$ cat config.mk
export PLATFORM = sky130hd
export DESIGN_NAME = mmm_nlp_ctrl
export DESIGN_NICKNAME = d
export VERILOG_FILES = /design/src/rtl/mmm_nlp_pkg.sv /design/src/rtl/mmm_nlp_red.sv /design/src/rtl/mmm_nlp_ctrl.sv
export SDC_FILE = /design/constraint.sdc
export NUM_CORES = 2
export LEC_CHECK = 0
export CORE_MARGIN = 2
export CORE_UTILIZATION = 49
export CTS_BUF_LIST = sky130_fd_sc_hd__clkbuf_16
export DETAILED_ROUTE_END_ITERATION = 12
export MAX_ROUTING_LAYER = met4
export PLACE_DENSITY = 0.84
export SYNTH_ARGS = -nofsm -noshare
export SYNTH_HDL_FRONTEND = slang
export SYNTH_SLANG_ARGS = --single-unit
export TNS_END_PERCENT = 1
$ cat constraint.sdc
create_clock -name i_clk -period 5.6 [get_ports i_clk]
set_clock_uncertainty 0.2 [all_clocks]
set_input_delay 1.12 -clock i_clk [delete_from_list [all_inputs] [get_ports i_clk]]
set_output_delay 1.12 -clock i_clk [all_outputs]
set_load 0.01 [all_outputs]
$ cat src/rtl/mmm_nlp_pkg.sv
// Shared definitions for the Montgomery multiplication sequencer.
package mmm_nlp_pkg;

    localparam int IDW_DEF     = 90;   // operand / result width, R = 2^IDW
    localparam int ODW_DEF     = 181;  // multiplier product width
    localparam int MUL_LAT_DEF = 4;    // multiplier pipeline latency in cycles
    localparam int RED_SHIFT   = 90;   // right shift applied to T + m*N

    typedef enum logic [2:0] {
        ST_IDLE  = 3'd0,
        ST_MUL_T = 3'd1,
        ST_MUL_M = 3'd2,
        ST_MUL_U = 3'd3,
        ST_RED   = 3'd4,
        ST_DONE  = 3'd5
    } state_e;

endpackage

$ cat src/rtl/mmm_nlp_red.sv
// Final Montgomery reduction step: u = (T + m*N) >> SHIFT, then one
// conditional subtraction of N. Purely combinational; the controller
// registers the result.
module mmm_nlp_red
    import mmm_nlp_pkg::*;
#(
    parameter int IDW   = IDW_DEF,
    parameter int ODW   = ODW_DEF,
    parameter int SHIFT = RED_SHIFT
) (
    input  logic [ODW-1:0] i_t,
    input  logic [ODW-1:0] i_p,
    input  logic [IDW-1:0] i_n,
    output logic [IDW-1:0] o_u
);

    // u needs one bit above IDW because T + m*N < 2*N*R before the shift
    localparam int UW = ODW - SHIFT;

    logic [ODW-1:0] sum_s;
    logic [UW-1:0]  u_s;
    logic [UW-1:0]  n_ext_s;
    logic           ge_s;

    // Add, shift, compare and conditionally subtract the modulus
    always_comb begin
        sum_s   = i_t + i_p;
        u_s     = UW'(sum_s >> SHIFT);
        n_ext_s = UW'(i_n);
        ge_s    = (u_s >= n_ext_s);
        if (ge_s) begin
            o_u = IDW'(u_s - n_ext_s);
        end else begin
            o_u = IDW'(u_s);
        end
    end

endmodule

$ cat src/rtl/mmm_nlp_ctrl.sv
// Sequencer for one Montgomery multiplication u = a*b*R^-1 mod N using a
// shared free-running pipelined multiplier: T = a*b, m = T*N' mod R,
// P = m*N, then u = (T + P) >> IDW with one conditional subtract.
module mmm_nlp_ctrl
    import mmm_nlp_pkg::*;
#(
    parameter int IDW     = IDW_DEF,
    parameter int ODW     = ODW_DEF,
    parameter int MUL_LAT = MUL_LAT_DEF
) (
    input  logic           i_clk,
    input  logic           i_rstn,
    input  logic           i_valid,
    output logic           o_ready,
    input  logic [IDW-1:0] i_a,
    input  logic [IDW-1:0] i_b,
    input  logic [IDW-1:0] i_n,
    input  logic [IDW-1:0] i_nprime,
    output logic           o_valid,
    input  logic           i_ready,
    output logic [IDW-1:0] o_res,
    output logic [IDW-1:0] o_mul_a,
    output logic [IDW-1:0] o_mul_b,
    input  logic [ODW-1:0] i_mul_res
);

    localparam int             CNT_W    = $clog2(MUL_LAT + 1);
    localparam logic [CNT_W-1:0] CNT_LAST = CNT_W'(MUL_LAT);
    localparam logic [CNT_W-1:0] CNT_ONE  = CNT_W'(1);
    localparam logic [CNT_W-1:0] CNT_ZERO = CNT_W'(0);

    state_e           state_q, state_d;
    logic [CNT_W-1:0] cnt_q, cnt_d;
    logic [IDW-1:0]   n_q, n_d;
    logic [IDW-1:0]   np_q, np_d;
    logic [ODW-1:0]   t_q, t_d;
    logic [ODW-1:0]   p_q, p_d;
    logic [IDW-1:0]   res_q, res_d;
    logic [IDW-1:0]   mul_a_q, mul_a_d;
    logic [IDW-1:0]   mul_b_q, mul_b_d;
    logic             ready_q, ready_d;
    logic             valid_q, valid_d;
    logic [IDW-1:0]   red_u_s;

    mmm_nlp_red #(
        .IDW   (IDW),
        .ODW   (ODW),
        .SHIFT (IDW)
    ) u_red (
        .i_t (t_q),
        .i_p (p_q),
        .i_n (n_q),
        .o_u (red_u_s)
    );

    // Next-state, phase counter, product capture and multiplier operand selection
    always_comb begin
        state_d = state_q;
        cnt_d   = cnt_q;
        n_d     = n_q;
        np_d    = np_q;
        t_d     = t_q;
        p_d     = p_q;
        res_d   = res_q;
        mul_a_d = {IDW{1'b0}};
        mul_b_d = {IDW{1'b0}};

        case (state_q)
            ST_IDLE: begin
                if (i_valid) begin
                    n_d     = i_n;
                    np_d    = i_nprime;
                    cnt_d   = CNT_ZERO;
                    mul_a_d = i_a;
                    mul_b_d = i_b;
                    state_d = ST_MUL_T;
                end else begin
                    cnt_d = CNT_ZERO;
                end
            end
            ST_MUL_T: begin
                if (cnt_q == CNT_LAST) begin
                    // product of a*b arrives now; its low half feeds the m phase
                    t_d     = i_mul_res;
                    cnt_d   = CNT_ZERO;
                    mul_a_d = i_mul_res[IDW-1:0];
                    mul_b_d = np_q;
                    state_d = ST_MUL_M;
                end else begin
                    cnt_d   = cnt_q + CNT_ONE;
                    mul_a_d = mul_a_q;
                    mul_b_d = mul_b_q;
                end
            end
            ST_MUL_M: begin
                if (cnt_q == CNT_LAST) begin
                    // m = T*N' mod R is the low half of the product
                    cnt_d   = CNT_ZERO;
                    mul_a_d = i_mul_res[IDW-1:0];
                    mul_b_d = n_q;
                    state_d = ST_MUL_U;
                end else begin
                    cnt_d   = cnt_q + CNT_ONE;
                    mul_a_d = mul_a_q;
                    mul_b_d = mul_b_q;
                end
            end
            ST_MUL_U: begin
                if (cnt_q == CNT_LAST) begin
                    p_d     = i_mul_res;
                    cnt_d   = CNT_ZERO;
                    state_d = ST_RED;
                end else begin
                    cnt_d   = cnt_q + CNT_ONE;
                    mul_a_d = mul_a_q;
                    mul_b_d = mul_b_q;
                end
            end
            ST_RED: begin
                res_d   = red_u_s;
                state_d = ST_DONE;
            end
            ST_DONE: begin
                if (i_ready) begin
                    state_d = ST_IDLE;
                end else begin
                    state_d = ST_DONE;
                end
            end
            default: begin
                cnt_d   = CNT_ZERO;
                state_d = ST_IDLE;
            end
        endcase

        ready_d = (state_d == ST_IDLE);
        valid_d = (state_d == ST_DONE);
    end

    // State, datapath and registered output flops
    always_ff @(posedge i_clk or negedge i_rstn) begin
        if (!i_rstn) begin
            state_q <= ST_IDLE;
            cnt_q   <= CNT_ZERO;
            n_q     <= {IDW{1'b0}};
            np_q    <= {IDW{1'b0}};
            t_q     <= {ODW{1'b0}};
            p_q     <= {ODW{1'b0}};
            res_q   <= {IDW{1'b0}};
            mul_a_q <= {IDW{1'b0}};
            mul_b_q <= {IDW{1'b0}};
            ready_q <= 1'b1;
            valid_q <= 1'b0;
        end else begin
            state_q <= state_d;
            cnt_q   <= cnt_d;
            n_q     <= n_d;
            np_q    <= np_d;
            t_q     <= t_d;
            p_q     <= p_d;
            res_q   <= res_d;
            mul_a_q <= mul_a_d;
            mul_b_q <= mul_b_d;
            ready_q <= ready_d;
            valid_q <= valid_d;
        end
    end

    assign o_ready = ready_q;
    assign o_valid = valid_q;
    assign o_res   = res_q;
    assign o_mul_a = mul_a_q;
    assign o_mul_b = mul_b_q;

endmodule

# After elaboration in Yosys (flattened, before gate mapping)
# Cells that the tools add are included.
# W data, S select, Z words.
# totals
reg_bits,820
input_bits,545
output_inout_bits,272
wordCells,53
# classes
n_addsub,3
n_lt_le_gt_ge,1
eq_ne,11
muxes,17
reduce_logical,10
# op_table
op,count
$mux W90,7
$pmux W90 S4,1
$pmux W90 S3,1
$add A181 B181 Y181,1
$ge A91 B90 Y1,1
$sub A90 B90 Y90,1
$mux W3,6
$pmux W3 S6,1
$eq A3 B3 Y1 const B,4
$reduce_and A2 Y1,4
$eq A3 B2 Y1 const B,2
$logic_not A3 Y1,2
$ne A2 B2 Y1 const B,3
$pmux W3 S2,1
$reduce_or A2 Y1,2
$add A3 B1 Y3 const B,1
$eq A3 B1 Y1 const B,1
$reduce_and A3 Y1,1
$reduce_or A3 Y1,1
$ne A2 B1 Y1 const B,1

# Depth between registers and ports, before layout
# depth
depth_word,4
depth_mapped,30
ltp_nobuf,26

# Modules after synthesis
# From an unflattened synthesis, not the netlist that was laid out.
# hier_totals
cells_unflattened,5046
hier_area_um2,51632.0
# by_module_without_submodules
mod,n_inst,cells_per_inst,area_per_inst_um2,seq_area_each_um2
mmm_nlp_ctrl,1,2339,34107.7,20520.9
mmm_nlp_red,1,2707,17524.3,0.0

# Worst setup path after synthesis
# Ideal clock, no wire load.
# synth_path
path_kind,register to register
start,register t_q[122]
end,"register res_q[42], in the netlist o_res[42]"
setup_time_ps,119
arrival_time_ps,5682
slack_ps,-400
path_stages_with_launch,29
path_buffers,4
path_cell_list,dfrtp_1 -> ha_1 -> buf_2 -> nand4_1 -> or2_2 -> nor4_1 -> nand4_1 -> a211o_1 -> and2_1 -> o21ai_1 -> a22oi_1 -> and2_1 -> xnor2_1 -> ha_1 -> nand4_2 -> nor3_2 -> nand4_1 -> or4_1 -> o21ai_2 -> nor2_1 -> mux2i_1 -> o211ai_2 -> and2_1 -> buf_6 -> buf_6 -> buf_2 -> a21oi_1 -> o21ai_0 -> o21a_1
# synth_via
elab_chain_cells,3
word_cells_on_any_way,4
# synth_rtl
element,line,source
from (decl),mmm_nlp_ctrl.sv:36,"logic [ODW-1:0] t_q, t_d;"
from (signal assigned),mmm_nlp_ctrl.sv:147,t_q <= {ODW{1'b0}};
from (signal assigned),mmm_nlp_ctrl.sv:159,t_q <= t_d;
$add A181 B181 Y181 *,mmm_nlp_red.sv:27,sum_s = i_t + i_p;
$sub A90 B90 Y90 / $ge A91 B90 Y1 (equally long branches),"mmm_nlp_red.sv:32, mmm_nlp_red.sv:30",
$mux W90 *,mmm_nlp_red.sv:31,if (ge_s) begin
to (signal assigned),mmm_nlp_ctrl.sv:149,res_q <= {IDW{1'b0}};
to (signal assigned),mmm_nlp_ctrl.sv:161,res_q <= res_d;
to (decl),mmm_nlp_ctrl.sv:38,"logic [IDW-1:0] res_q, res_d;"
# Every way passes the cells marked *; elsewhere a longest branch is shown, timed or not.
# A chain may end at the register's enable or synchronous reset.

# Worst setup path after layout
# layout_path
start,register t_q[57]
end,"register res_q[7], in the netlist o_res[7]"
# Same word-level chain as after synthesis.

==> results_dict.tcl <==
set metrics [dict create \
    ys.warnings.count 0 \
    hp-class "reg -> reg" \
    hold_viol 0 \
    drc 0 \
    cp-end-kind "flop" \
    fin_ws_ns -1.24 \
    grt_max_degree 182 \
    rr_worst_depth 30 \
    ctsHoldBuffers 0 \
    grt.overflow.total 0 \
    syn_avg_cell_area_um2 9.41 \
    synthArstFlopShare 1.00 \
    rows 115 \
    fmax_ghz 0.146 \
    initial_core_util 0.495 \
    area_delta_synth_final_pct 45.2 \
    drv_slew 0 \
    clock_latency_ns 0.70 \
    wl_met3_um 22500 \
    wl_per_cell_um 24.9 \
    critPathMaxStageDelay_ns 0.47 \
    cp.required_ns 6.02 \
    ys.flop_type "dfrtp_1" \
    cp-start-kind "flop" \
    place_hpwl_um 166000 \
    seq_area_frac_synth 0.421 \
    vias 51100 \
    cts_buffers 90 \
    cts_sinks 820 \
    syn-num-nets 6000 \
    status "complete, but fails checks" \
    detail_route.wirelength_um 210000 \
    io-pin-count 817 \
    synth_edf_count 0 \
    viasPerCell 6.07 \
    worst_pin_slew_ns 1.23 \
    arrival_ns 7.26 \
    drv_cap 0 \
    drtIter0Drc 6168 \
    path_clk_slew_ns 0.06 \
    fin_nets 7852 \
    crit_slowest_cell "or4_4" \
    die_h_um 320 \
    yosysUniqueCellTypes 87 \
    drtAntennaViolNets 0 \
    grt_pass1_vias 50000 \
    final.period_utilization 1.22 \
    clockRootBuffer "clkbuf_16" \
    crit_top_cell "buf_4" \
    wl_met1_um 88200 \
    violations "setup timing" \
    rsz0062_at_grt "yes" \
    post_synth_inst_count 5183 \
    antenna_found_initial 27 \
    drtPass1Iterations 9 \
    grtUsageTotal 0.411 \
    core_um2 98600 \
    highest_layer "met4" \
    slew_headroom 0.178 \
    die-area_um2 102000 \
    clock_path_buffers 3 \
    min_period_ns 6.84 \
    cts_tree "done" \
    grt_pass1_wl_um 311000 \
    cts-htree-levels 3 \
    met2_length_um 90700 \
    setup_viol 90 \
    io_buffers 816 \
    syn_area_um2 48800 \
    hold_depth 2 \
    n_fill_cell 7279 \
    crit_path_max_fanout 11 \
    crit_type "reg -> reg" \
    gp_congestion 1.06 \
    drive_gt1_frac 0.280 \
    setup_tns_ns -97.94 \
    pre_cts_ws_ns -1.69 \
    r2r_slack_ns -1.24 \
    die_w_um 320 \
    ys_ff_latch 820 \
]
worst paths after layout:
path	start	to
setup / recovery	t_q[57]$_DFFE_PN0P_	o_res[7]$_DFFE_PN0N_
hold / removal	o_mul_a[67]$_DFFE_PN0P_	o_mul_a[67]$_DFFE_PN0P_
setup reg to reg	t_q[57]$_DFFE_PN0P_	o_res[7]$_DFFE_PN0N_
hold reg to reg	o_mul_a[67]$_DFFE_PN0P_	o_mul_a[67]$_DFFE_PN0P_
max in group asynchronous	i_rstn	np_q[57]$_DFFE_PN0P_
min in group asynchronous	i_rstn	p_q[62]$_DFFE_PN0P_
final cells by class:
| type | count | area, um^2 | area share |
|---|---|---|---|
| Tap cell | 1287 | 1610 | 0.0227 |
| Multi-Input combinational cell | 3906 | 27500 | 0.388 |
| Antenna cell | 31 | 77.6 | 0.00110 |
| Sequential cell | 820 | 20500 | 0.290 |
| Clock inverter | 74 | 536 | 0.00756 |
| Clock buffer | 91 | 2280 | 0.0322 |
| Timing Repair Buffer | 2042 | 17600 | 0.249 |
| Inverter | 175 | 657 | 0.00928 |
cells by family after synthesis:
| logic type | count (synthesis) | share of synthesized area |
|---|---|---|
| compound gates | 1659 | 0.210 |
| simple gates | 1333 | 0.124 |
| flops | 820 | 0.421 |
| mux | 471 | 0.108 |
| buf+inv | 459 | 0.0367 |
| fa+ha+maj | 272 | 0.0699 |
| xor+xnor | 169 | 0.0303 |
flip-flops by register name, indices dropped and copies added, names as in the netlist:
signal   flops
o_mul_b     90
cnt_q        3
n_q         90
o_ready      1
state_q      3
o_mul_a     90
o_res       90
np_q        90
t_q        181
p_q        181
o_valid      1
layout by cell type, fill, tap and decap left out, drive strengths merged, types with 63 or more instances in the layout:
cell type,synthesis,routed
a21o,74,74
clkbuf,244,91
clkdlybuf4s50,0,815
ha,271,271
o21ai,573,573
a22oi,99,99
a21oi,455,455
buf,40,1227
mux2,456,456
nand2,652,652
xnor2,107,107
a222oi,92,92
dfrtp,819,819
nor3,65,65
inv,175,207
nor2,265,265
nand4,130,130
o21bai,63,63
per-layer routing:
layer | GRT usage | up-vias
met1 | 0.559 | 25100
li1 | - | 22800
met4 | 0.155 | 0
met5 | - | -
met2 | 0.592 | 2806
met3 | 0.0988 | 482
synthesized netlist by cell type (30+ instances only):
library cell,n,share of area
nand2_1,652,0.050
inv_1,175,0.013
a211oi_1,33,0.0051
clkbuf_1,242,0.019
o21ai_0,554,0.057
o211ai_1,30,0.0046
a31oi_1,37,0.0047
nor2_1,265,0.020
a22oi_1,99,0.015
nor4_1,32,0.0041
xnor2_1,107,0.019
nand3_1,48,0.0049
a222oi_1,92,0.019
ha_1,271,0.070
dfrtp_1,819,0.42
o21a_1,46,0.0071
nor3_1,63,0.0065
nand4_1,128,0.016
a21oi_1,454,0.047
mux2_2,456,0.11
xor2_1,62,0.011
a21o_1,74,0.011
o21bai_1,63,0.0097
buf_2,32,0.0033
worst max-delay path: cells and delay by family, from the launching register on:
family / cells / cell delay, ns
flops: 1 / 0.39
mux: 1 / 0.19
buf+inv: 7 / 1.12
simple gates: 10 / 2.45
compound gates: 10 / 1.78
fa+ha+maj: 2 / 0.62
repair_timing:
item,4_1_cts,5_1_grt
gates cloned,3,0
setup endpoints to repair,90,90
setup buffers,30,7
pin swaps,50,24
resized for setup,122,73
stage by stage:
step / util / cells / hold WS (ns) / area [um^2]
floorplan: - / 5183 / 0.281 / 48800
global placement: 0.676 / 8190 / 0.259 / 66600
detailed placement: 0.676 / 8190 / 0.269 / 66600
CTS: 0.714 / 8388 / 0.282 / 70400
global route: 0.718 / 8422 / 0.299 / 70800
finish: 0.718 / 8426 / 0.277 / 70800
Power is not shown: default switching activity piles up to over one toggle a cycle in this logic, so the estimate is an artifact.
